**src/rtl/muldiv8_host_if.sv**
```systemverilog
// Request/response handshake bundle between a bus master and the muldiv8 pin sequencer.
// master = requester side, slave = muldiv8_host side.
interface muldiv8_host_if;
  logic        req_valid;
  logic        req_ready;
  logic [1:0]  req_op;
  logic [7:0]  req_a;
  logic [7:0]  req_b;
  logic        rsp_valid;
  logic        rsp_ready;
  logic [15:0] rsp_result;
  logic [1:0]  rsp_err;

  modport master (
    output req_valid, req_op, req_a, req_b, rsp_ready,
    input  req_ready, rsp_valid, rsp_result, rsp_err
  );

  modport slave (
    input  req_valid, req_op, req_a, req_b, rsp_ready,
    output req_ready, rsp_valid, rsp_result, rsp_err
  );
endinterface

```
**src/rtl/muldiv8_host.sv**
```systemverilog
// Host-side sequencer for the 8-bit multiply/divide unit pin protocol: command beat, operand beat,
// bus turnaround, wait for result. Optional WAIT watchdog compiled in with MULDIV8_HOST_TIMEOUT_EN.
module muldiv8_host #(
  parameter int TIMEOUT_CYCLES = 64
) (
  input  logic           clk,
  input  logic           rst_n,
  muldiv8_host_if.slave  bus,
  output logic [7:0]     pin_ui,
  output logic [7:0]     pin_uio_o,
  output logic [7:0]     pin_uio_oe_h,
  input  logic [7:0]     pin_uo,
  input  logic [7:0]     pin_uio_i,
  input  logic [7:0]     pin_uio_oe
);

  typedef enum logic [2:0] {
    ST_IDLE = 3'd0,
    ST_CMD  = 3'd1,
    ST_OPND = 3'd2,
    ST_TURN = 3'd3,
    ST_WAIT = 3'd4,
    ST_RSP  = 3'd5
  } state_t;

  generate
    if (TIMEOUT_CYCLES < 1 || TIMEOUT_CYCLES > 255) begin : g_bad_timeout
      $error("muldiv8_host: TIMEOUT_CYCLES out of range 1..255");
    end
  endgenerate

  function automatic logic [7:0] cmd_byte(input logic [1:0] op);
    return {1'b1, 5'b00000, op};
  endfunction

  state_t      state_r;
  logic [7:0]  a_r;
  logic [7:0]  b_r;
  logic        err0_r;
  logic        req_ready_r;
  logic        rsp_valid_r;
  logic [15:0] rsp_result_r;
  logic [1:0]  rsp_err_r;
  logic [7:0]  ui_r;
  logic [7:0]  uio_o_r;
  logic [7:0]  uio_oe_h_r;
  logic        done_s;

  // Unit signals completion only with every uio lane enabled; partial enables are ignored.
  assign done_s = (pin_uio_oe == 8'hFF);

`ifdef MULDIV8_HOST_TIMEOUT_EN
  localparam logic [8:0] TIMEOUT_LIMIT_C = 9'(TIMEOUT_CYCLES);
  logic [7:0] wd_cnt_r;
  logic       wd_hit_s;
  assign wd_hit_s = (({1'b0, wd_cnt_r} + 9'd1) == TIMEOUT_LIMIT_C);
`endif

  // Transaction sequencer with registered pin and response outputs.
  always_ff @(posedge clk or negedge rst_n) begin
    if (!rst_n) begin
      state_r      <= ST_IDLE;
      a_r          <= 8'h00;
      b_r          <= 8'h00;
      err0_r       <= 1'b0;
      req_ready_r  <= 1'b0;
      rsp_valid_r  <= 1'b0;
      rsp_result_r <= 16'h0000;
      rsp_err_r    <= 2'b00;
      ui_r         <= 8'h00;
      uio_o_r      <= 8'h00;
      uio_oe_h_r   <= 8'h00;
`ifdef MULDIV8_HOST_TIMEOUT_EN
      wd_cnt_r     <= 8'h00;
`endif
    end else begin
      case (state_r)
        ST_IDLE: begin
          req_ready_r <= 1'b1;
          if (req_ready_r && bus.req_valid) begin
            a_r         <= bus.req_a;
            b_r         <= bus.req_b;
            err0_r      <= bus.req_op[1] & (bus.req_b == 8'h00);
            ui_r        <= cmd_byte(bus.req_op);
            uio_o_r     <= 8'h00;
            uio_oe_h_r  <= 8'h00;
            req_ready_r <= 1'b0;
            state_r     <= ST_CMD;
          end else begin
            state_r     <= ST_IDLE;
          end
        end
        ST_CMD: begin
          ui_r       <= a_r;
          uio_o_r    <= b_r;
          uio_oe_h_r <= 8'hFF;
          state_r    <= ST_OPND;
        end
        ST_OPND: begin
          ui_r       <= 8'h00;
          uio_o_r    <= 8'h00;
          uio_oe_h_r <= 8'h00;
          state_r    <= ST_TURN;
        end
        ST_TURN: begin
`ifdef MULDIV8_HOST_TIMEOUT_EN
          wd_cnt_r <= 8'h00;
`endif
          state_r  <= ST_WAIT;
        end
        ST_WAIT: begin
          if (done_s) begin
            rsp_result_r <= {pin_uio_i, pin_uo};
            rsp_err_r    <= {1'b0, err0_r};
            rsp_valid_r  <= 1'b1;
            state_r      <= ST_RSP;
`ifdef MULDIV8_HOST_TIMEOUT_EN
          end else if (wd_hit_s) begin
            rsp_result_r <= 16'hFFFF;
            rsp_err_r    <= {1'b1, err0_r};
            rsp_valid_r  <= 1'b1;
            state_r      <= ST_RSP;
          end else begin
            wd_cnt_r     <= wd_cnt_r + 8'd1;
          end
`else
          end else begin
            state_r      <= ST_WAIT;
          end
`endif
        end
        ST_RSP: begin
          if (bus.rsp_ready) begin
            rsp_valid_r <= 1'b0;
            req_ready_r <= 1'b1;
            state_r     <= ST_IDLE;
          end else begin
            state_r     <= ST_RSP;
          end
        end
        default: begin
          state_r     <= ST_IDLE;
          rsp_valid_r <= 1'b0;
          req_ready_r <= 1'b0;
          ui_r        <= 8'h00;
          uio_o_r     <= 8'h00;
          uio_oe_h_r  <= 8'h00;
        end
      endcase
    end
  end

  assign bus.req_ready  = req_ready_r;
  assign bus.rsp_valid  = rsp_valid_r;
  assign bus.rsp_result = rsp_result_r;
  assign bus.rsp_err    = rsp_err_r;
  assign pin_ui         = ui_r;
  assign pin_uio_o      = uio_o_r;
  assign pin_uio_oe_h   = uio_oe_h_r;

endmodule

```
**src/flat_wrapper.sv**
```systemverilog
// flat-port wrapper written by rule: the top's interface ports become plain ports
module muldiv8_host_flat 
#(
  parameter int TIMEOUT_CYCLES = 64
)
  (clk, rst_n, pin_ui, pin_uio_o, pin_uio_oe_h, pin_uo, pin_uio_i, pin_uio_oe, bus_req_valid, bus_req_op, bus_req_a, bus_req_b, bus_rsp_ready, bus_req_ready, bus_rsp_valid, bus_rsp_result, bus_rsp_err);
  muldiv8_host_if bus_i ();
  input  logic clk;
  input  logic rst_n;
  output logic [7:0] pin_ui;
  output logic [7:0] pin_uio_o;
  output logic [7:0] pin_uio_oe_h;
  input  logic [7:0] pin_uo;
  input  logic [7:0] pin_uio_i;
  input  logic [7:0] pin_uio_oe;
  input wire logic [$bits(bus_i.req_valid)-1:0] bus_req_valid;
  input wire logic [$bits(bus_i.req_op)-1:0] bus_req_op;
  input wire logic [$bits(bus_i.req_a)-1:0] bus_req_a;
  input wire logic [$bits(bus_i.req_b)-1:0] bus_req_b;
  input wire logic [$bits(bus_i.rsp_ready)-1:0] bus_rsp_ready;
  output wire logic [$bits(bus_i.req_ready)-1:0] bus_req_ready;
  output wire logic [$bits(bus_i.rsp_valid)-1:0] bus_rsp_valid;
  output wire logic [$bits(bus_i.rsp_result)-1:0] bus_rsp_result;
  output wire logic [$bits(bus_i.rsp_err)-1:0] bus_rsp_err;
  assign bus_i.req_valid = bus_req_valid;
  assign bus_i.req_op = bus_req_op;
  assign bus_i.req_a = bus_req_a;
  assign bus_i.req_b = bus_req_b;
  assign bus_i.rsp_ready = bus_rsp_ready;
  assign bus_req_ready = bus_i.req_ready;
  assign bus_rsp_valid = bus_i.rsp_valid;
  assign bus_rsp_result = bus_i.rsp_result;
  assign bus_rsp_err = bus_i.rsp_err;
  muldiv8_host #(.TIMEOUT_CYCLES(TIMEOUT_CYCLES)) u_core (.clk(clk), .rst_n(rst_n), .bus(bus_i), .pin_ui(pin_ui), .pin_uio_o(pin_uio_o), .pin_uio_oe_h(pin_uio_oe_h), .pin_uo(pin_uo), .pin_uio_i(pin_uio_i), .pin_uio_oe(pin_uio_oe));
endmodule
```
**config.mk**
```make
export PLATFORM = sky130hd
export DESIGN_NAME = muldiv8_host_flat
export DESIGN_NICKNAME = d
export VERILOG_FILES = /design/src/rtl/muldiv8_host_if.sv /design/src/rtl/muldiv8_host.sv /design/src/flat_wrapper.sv
export SDC_FILE = /design/constraint.sdc
export NUM_CORES = 1
export LEC_CHECK = 0
export BUFFER_PORTS_ARGS = -buffer_cell sky130_fd_sc_hd__buf_2
export CORE_AREA = 5 5 77 79
export DETAILED_ROUTE_END_ITERATION = 6
export DIE_AREA = 0 0 82 84
export HOLD_SLACK_MARGIN = 0.15
export MAX_ROUTING_LAYER = met4
export PLACE_DENSITY = 0.83
export SYNTH_ARGS = -nofsm -noshare
export SYNTH_HDL_FRONTEND = slang
export SYNTH_SLANG_ARGS = --single-unit
```
**constraint.sdc**
```tcl
create_clock -name clk -period 2.2 [get_ports clk]
set_input_delay 0 -clock clk [delete_from_list [all_inputs] [get_ports clk]]
set_output_delay 0 -clock clk [all_outputs]
set_load 0.02 [all_outputs]
```
After elaboration in Yosys (flattened, before gate mapping)
Index checks and enable logic that the tools add are counted.

operators by class
  reductions and logical operators = 11
  bitwise logic cells = 4
  equal/unequal tests = 9
  mux-type cells = 15

operators by type and width
  operator                                                                  count
  8-bit one-hot mux with 3 select lines                                     3
  3-bit one-hot mux with 6 select lines                                     1
  8-bit two-way mux                                                         2
  8-bit == test (second input constant)                                     1
  8-bit zero test                                                           1
  2-bit AND reduction                                                       4
  4-bit OR reduction                                                        2
  3-bit by 2-bit == test with 1-bit output (second input constant)          2
  3-bit == test (second input constant)                                     2
  1-bit two-way mux                                                         6
  1-bit one-hot mux with 3 select lines                                     2
  2-bit by 1-bit inequality test with 1-bit output (second input constant)  2
  3-bit by 1-bit == test with 1-bit output (second input constant)          1
  3-bit zero test                                                           1
  3-bit two-way mux                                                         1
  1-bit NOT                                                                 3
  3-bit AND reduction                                                       1
  3-bit OR reduction                                                        1
  2-bit inequality test (second input constant)                             1
  1-bit bitwise AND                                                         1
  1-bit logical AND                                                         1

word-level totals
  logic and storage cells = 50
  flip-flop bits (word level) = 63
  input port bits = 46
  output and inout port bits = 44

Logic depth before layout (Yosys ltp)
Gate-level depths: netlist of run 1.

  depth after elaboration = 4
  mapped depth = 5
  gate-level depth less buffers = 3

Worst setup path after synthesis of run 1
Ideal clock, no wire load.

  path type = reg2reg
  start = reg u_core.state_r[1]
  end = reg u_core.rsp_err_r[0] (netlist: u_core.bus.rsp_err[0])
  setup time = 125 ps
  required time = 2075 ps
  data arrival time = 1461 ps
  cell stages (with the launch flop) = 5
  path slack = 613 ps
  path buffers = 1
  cell sequence = dfrtp_1 -> nand4bb_4 -> nor3_4 -> buf_6 -> mux2_4

between the ends
  word-level cells in the longest chain between the ends = 2

RTL lines
  element                               line                 source
  from (decl)                           muldiv8_host.sv:36   state_t state_r;
  from (signal assigned)                muldiv8_host.sv:62   state_r <= ST_IDLE;
  from (signal assigned)                muldiv8_host.sv:88   state_r <= ST_CMD;
  from (signal assigned)                muldiv8_host.sv:90   state_r <= ST_IDLE;
  3-bit == test                         muldiv8_host.sv:77   case (state_r)
  2-bit AND reduction (no source line)  -
  to (signal assigned)                  muldiv8_host.sv:114  rsp_err_r <= {1'b0, err0_r};
  to (decl)                             muldiv8_host.sv:43   logic [1:0] rsp_err_r;

Every way passes these cells.
A chain may end at the register's enable or synchronous reset.

Worst setup path in the final report of run 1
  start = reg u_core.state_r[2]
  end = reg u_core.ui_r[1] (netlist: u_core.pin_ui[1])

between the ends
  word-level cells in the longest chain between the ends = 4
  elaborated cells on any way between the ends = 10
  classes of those cells = eq/ne: 5; mux: 1; bitwise: 1; reduce/logical: 3

RTL lines
  element                                                                                        line                source
  parallel branches: the longest is 4 deep, another holds 8-bit one-hot mux with 3 select lines  -
  to (signal assigned)                                                                           muldiv8_host.sv:84  ui_r <= cmd_byte(bus.req_op);
  to (signal assigned)                                                                           muldiv8_host.sv:94  ui_r <= a_r;
  to (decl)                                                                                      muldiv8_host.sv:44  logic [7:0] ui_r;

Parallel ways; which one is timed is not known.

==> metrics.cfg, run 1 <==
[critical_path]
path_class = register to register
cp.depth = 3
slowest_delay_ns = 0.60
cp_max_fo = 17
crit_family = simple AND/OR/NAND/NOR gates
critPathBufInv = 0
end_kind = register
cp_cell_sequence = or2b_1 -> nand3_2 -> mux2_2
ff2ff_path_depth = 3
cp_slowest_cell = dfrtp_1
worstPathRequired_ns = 2.39
cp.arrival_ns = 1.94
startpoint_type = register
startpoint = u_core.state_r[2]
r2r_start = u_core.state_r[2]

[floorplanning]
die-area_um2 = 6890
rows = 27
die_w_um = 82
die_h_um = 84
num_io_pins = 90
core_area_um2 = 5270
start_util = 0.448

[route]
ant_nets = 0
drt_iter0_markers = 88
num_vias = 1682
viasPerCell = 4.75
drt-wirelength-per-cell_um = 15.2
drt_drc_violations_left = 0
postRouteWirelength_mm = 5.38
drt_first_pass_iters = 4

[cells_and_area]
layout-drive-gt1-share = 0.500
insertedDiodeCount = 0
fillers = 419
nets = 327
area.growth.synth_to_final_pct = 39.9

[synthesis]
syn_area_um2 = 2360
avgSynthCellArea_um2 = 14.8
ys_warn_count = 0
synth.distinct_cells = 33
ys_seq_area_frac = 0.594
synthesis.nets = 205
ys_seq_elements = 56
syn_inst = 159

[job]
maxCapViolations = 0

[timing]
maxSlewHeadroom = 0.544
finalSetupViolCount = 0
rsz0062_at_grt = no
finalCritPeriodShare = 0.794
hold_viol_final = 0
setup_tns_ns = 0
layout_setup_ws_ns = 0.453
period_needed_ns = 1.75
clock-skew-final_ns = 0.00914
report.final.slew_viol_count = 0
fmax_mhz = 572
tightestPinTransition_ns = 0.685

[clock_tree]
htreeDepth = 2
cts.sinks = 56
clk_latency_ns = 0.31
numCtsBuffers = 5
clockRootBuffer = clkbuf_8
path_clk_slew_ns = 0.10
post_cts_buffers = 0
cts_tree = built
cts_buffer_depth = 2

[hold_path]
hp-start = pin_uio_oe[0]
min_delay_path_depth = 5
min_path_type = primary input to register

[grt]
grt_pass1_vias = 1842
grt_pass1_wl_mm = 8.92
overflow = 0
antenna_found_initial = 0
grt_max_degree = 57
grtUsageTotal = 0.176

[placement]
gp_congestion = 0.751
place_ws_ns = 0.452
dpl.hpwl_mm = 3.50
io_buffers = 88

[pwr]
power_density_nw_per_um2 = 1150
p_leak_nw = 1.74
ir_worst_vdd_uv = 669

[status]
outcome = completed

-- worst register-to-register path, cell delays in order, from the launching register on --
cell	delay (ns)
dfrtp_1	0.60
or2b_1	0.31
nand3_2	0.32
mux2_2	0.39
-- Yosys cell counts --
| cell type | n | area (um^2) |
|---|---|---|
| a211o_1 | 2 | 17.5 |
| a21o_1 | 2 | 15.0 |
| a21oi_1 | 2 | 10.0 |
| a22o_1 | 15 | 131 |
| a22oi_1 | 1 | 7.51 |
| a311o_1 | 1 | 10.0 |
| and2_1 | 1 | 6.26 |
| buf_2 | 5 | 25.0 |
| buf_4 | 9 | 67.6 |
| buf_6 | 1 | 11.3 |
| conb_1 | 1 | 3.75 |
| dfrtp_1 | 56 | 1400 |
| inv_1 | 2 | 7.51 |
| mux2_2 | 27 | 304 |
| mux2_4 | 8 | 120 |
| mux2i_1 | 2 | 20.0 |
| nand2b_1 | 1 | 6.26 |
| nand3_1 | 1 | 5.00 |
| nand3_2 | 1 | 10.0 |
| nand3b_1 | 1 | 7.51 |
| nand4_1 | 2 | 12.5 |
| nand4b_4 | 1 | 23.8 |
| nand4bb_4 | 1 | 27.5 |
| nor2_1 | 4 | 15.0 |
| nor2_4 | 1 | 11.3 |
| nor2b_1 | 1 | 6.26 |
| nor3_1 | 2 | 10.0 |
| nor3_4 | 1 | 16.3 |
| nor3b_2 | 1 | 12.5 |
| nor4_1 | 1 | 6.26 |
| o21ai_0 | 3 | 15.0 |
| or2b_1 | 1 | 7.51 |
| xnor2_1 | 1 | 8.76 |
-- cell families after synthesis --
family | synth area share
AND/OR/NAND/NOR | 0.0779
multiplexers | 0.188
AO/OA/AOI/OAI | 0.0875
flip-flops | 0.594
XOR/XNOR | 0.00371
other | 0.00159
buffers and inverters | 0.0472
-- power breakdown --
part | total, mW | switching [mW] | internal, mW
logic | 1.47 | 0.764 | 0.705
registers | 1.67 | 0.284 | 1.39
clock network | 0.657 | 0.319 | 0.338
-- layer usage --
| metal | routed length, um | vias up | GRT usage |
|---|---|---|---|
| met5 | 0 | - | - |
| met4 | 104 | 0 | 0.0589 |
| met3 | 301 | 10 | 0.0454 |
| met1 | 2170 | 815 | 0.203 |
| met2 | 2810 | 50 | 0.293 |
| li1 | - | 807 | - |
-- layout make-up --
class                      instances  area (um^2)  area share
sequential                        56         1400       0.424
timing repair buffer             130          848       0.257
multi-input combinational         86          847       0.257
tap                               72         90.1      0.0273
clock buffer                       6         72.6      0.0220
clock inverter                     2         35.0      0.0106
inverter                           2         7.51     0.00227
-- cells in the final DEF, fill, tap and decap left out, types with 2 or more instances in the layout --
master	Yosys	layout
buf_2	5	88
dfrtp_1	56	56
dlygate4sd3_1	0	37
mux2_2	27	27
a22o_1	15	15
mux2_4	8	8
clkbuf_8	0	5
buf_4	9	5
nor2_1	4	4
o21ai_0	3	3
a21oi_1	2	2
nor3_1	2	2
nand4_1	2	2
a211o_1	2	2
inv_1	2	2
mux2i_1	2	2
a21o_1	2	2
-- stage by stage --
stage / power [mW] / cell area (um^2) / std cells / hold WS, ns / utilization
2_1_floorplan: 2.73 / 2360 / 159 / -0.296 / -
3_3_place_gp: 3.06 / 2820 / 309 / 0.171 / 0.536
3_5_place_dp: 3.13 / 2820 / 309 / 0.170 / 0.536
4_1_cts: 3.83 / 3300 / 354 / 0.321 / 0.627
5_1_grt: 4.07 / 3300 / 354 / 0.335 / 0.627
6_report: 3.80 / 3300 / 354 / 0.315 / 0.627
-- state kept, by name, indices dropped and copies added (netlist names), 3 cells and up --
name	count
u_core.bus.rsp_result	16
u_core.a_r	8
u_core.b_r	8
u_core.pin_ui	8
u_core.pin_uio_o	8
u_core.state_r	3
-- final timing paths --
check	endpoint	slack (ns)
worst max register to register	u_core.pin_ui[1]	0.45
max in group asynchronous	u_core.bus.rsp_result[13]	1.40
worst min-delay path	u_core.bus.rsp_valid	0.31
worst min register to register	u_core.bus.rsp_valid	0.49
worst max-delay path	u_core.pin_ui[1]	0.45
min in group asynchronous	u_core.state_r[1]	0.35
-- repair_timing --
item                      4_1_cts  5_1_grt
hold endpoints to repair       94        0
gates resized for setup         0        0
hold buffers                   37        0
Note: power is estimated with default switching activity, not from simulation.
==> run 2: changes to the inputs <==
Settings changed: CORE_AREA 5 5 77 79 to 5 5 80 82, DIE_AREA 0 0 82 84 to 0 0 85 87, PLACE_DENSITY 0.83 to 0.81.
Clock period 2.2 ns to 1.4 ns, I/O delays scaled along.
==> run 2 against run 1 <==
Compared with the run above: register-to-register slack got worse by 0.52 ns; clock power increased by 40%; setup slack got worse by 0.52 ns; combinational power increased by 100%; critical path depth increased by 1; sequential share of layout area decreased by 2.4 points; power increased by 69%; the flow now finishes with violations (setup timing); core utilization decreased by 0.82 points; via count increased by 7.0%; clock skew increased by 0.0032 ns.
==> metrics.cfg, run 2 (synthesized netlist as in run 1, its figures left out) <==
[grt]
grt_pass1_wl_mm = 8.97
overflow = 0
use_met3 = 0.0445
busiest_layer = met2
grtUsageMet1 = 0.182
grtUsageTotal = 0.156
antenna_found_initial = 0
grt_max_degree = 57
grt_pass1_vias = 1859
grt.met2_usage = 0.273

[timing]
hold_ws_ns = 0.232
period_needed_ns = 1.46
finalSetupViolCount = 13
fmax_mhz = 684
hold_viol_final = 0
rsz0062_at_grt = yes
layout_setup_ws_ns = -0.0622
report.final.slew_viol_count = 0
clock-skew-final_ns = 0.0123
finalCritPeriodShare = 1.04

[critical_path]
cp_max_fo = 10
end_kind = register
path_class = register to register
ff2ff_setup_slack_ns = -0.06
cp.arrival_ns = 1.66
worstPathRequired_ns = 1.60
startpoint_type = register

[floorplanning]
die_h_um = 87
num_io_pins = 90
die-area_um2 = 7400
die_w_um = 85
core_area_um2 = 5680
start_util = 0.416
rows = 28

[cells_and_area]
insertedDiodeCount = 0
fillers = 465
layout-drive-gt1-share = 0.537
final_cell_mix = 88 x buf_2, 54 x dfrtp_1, 37 x dlygate4sd3_1
nets = 341
fin_area_um2 = 3510
area.growth.synth_to_final_pct = 48.7
fin_cells = 371
final_common_cell = buf_2
largest_reg_flops = 16

[pwr]
pwr-share-clk = 0.143
p_comb_frac = 0.461
netSwitchingPower_mw = 2.36
p_leak_nw = 1.83
power_density_nw_per_um2 = 1830
switching_share = 0.368
seq_power_share = 0.396
power.total_mw = 6.42
ir_worst_vdd_uv = 1180
intPower_mw = 4.06

[status]
violations = setup timing
outcome = finished with violations

[route]
postRouteWirelength_mm = 5.80
ant_nets = 0
viasPerCell = 4.85
drt_first_pass_iters = 4
drt_iter0_markers = 75
num_vias = 1799
drt_drc_violations_left = 0
drt-wirelength-per-cell_um = 15.6

[clock_tree]
cts.sinks = 56
htreeDepth = 2
cts_buffer_depth = 2
clk_latency_ns = 0.31
clockRootBuffer = clkbuf_8
path_clk_slew_ns = 0.10
numCtsBuffers = 5
cts_tree = built

[placement]
io_buffers = 88
gp_congestion = 0.802
placedCellCount = 320
dpl.hpwl_mm = 3.64
dpl_cell_area_um2 = 2930

[job]
maxCapViolations = 0

[hold_path]
min_path_type = primary input to async pin

## run 2: metrics by stage
step | setup WS [ns] | utilization | TNS, ns
after detailed placement | -0.0543 | 0.516 | -0.358
final | -0.0622 | 0.618 | -0.255
after global routing | -0.0988 | 0.618 | -1.39
after floorplan | -0.137 | - | -1.09
after CTS | -0.0433 | 0.607 | -0.345
after global placement | 0.00483 | 0.516 | 0
## run 2: critical path, cell delays in order (launching register included)
cell and delay [ns]:
dfrtp_1 0.40, buf_6 0.15, a211o_1 0.31, nand3_4 0.15, mux2_2 0.35
## run 2: layer usage
layer	up-vias	routed length [um]
li1	841	-
met1	889	2400
met2	67	3010
met3	2	376
met4	0	18
met5	-	0
## run 2: final timing paths
path,start,end,cells after the start
setup / recovery,u_core.state_r[0],u_core.pin_ui[0],4
hold / removal,rst_n,u_core.bus.rsp_result[10],3
setup reg to reg,u_core.state_r[0],u_core.pin_ui[0],4
hold reg to reg,u_core.bus.rsp_valid,u_core.bus.rsp_valid,1
max in group asynchronous,rst_n,u_core.state_r[2],3
min in group clk,pin_uio_oe[6],u_core.bus.rsp_valid,5
## run 2: cell type report
type | instances | area [um^2] | share of cell area
Clock inverter | 3 | 27.5 | 0.00784
Inverter | 2 | 7.51 | 0.00214
Multi-Input combinational cell | 86 | 888 | 0.253
Tap cell | 75 | 93.8 | 0.0267
Timing Repair Buffer | 144 | 1020 | 0.291
Clock buffer | 5 | 68.8 | 0.0196
Sequential cell | 56 | 1400 | 0.400
## run 2: power by group through the flow
| stage | Clock [mW] | Sequential (mW) | Combinational (mW) |
|---|---|---|---|
| detailed placement | 0 | 2.55 | 2.58 |
| CTS | 0.945 | 2.53 | 2.77 |
| finish | 0.917 | 2.54 | 2.96 |
| floorplan | 0 | 2.83 | 1.47 |
| global route | 0.997 | 2.60 | 3.15 |
| global placement | 0 | 2.53 | 2.50 |
## run 2: timing repair
item                                    CTS  global route
hold buffers                             37             0
resized for setup                         8             5
hold endpoints to repair                 94             0
cloned                                    0             1
pin swaps                                 1             1
endpoints found under the setup margin   31            29
setup buffers                             2             3
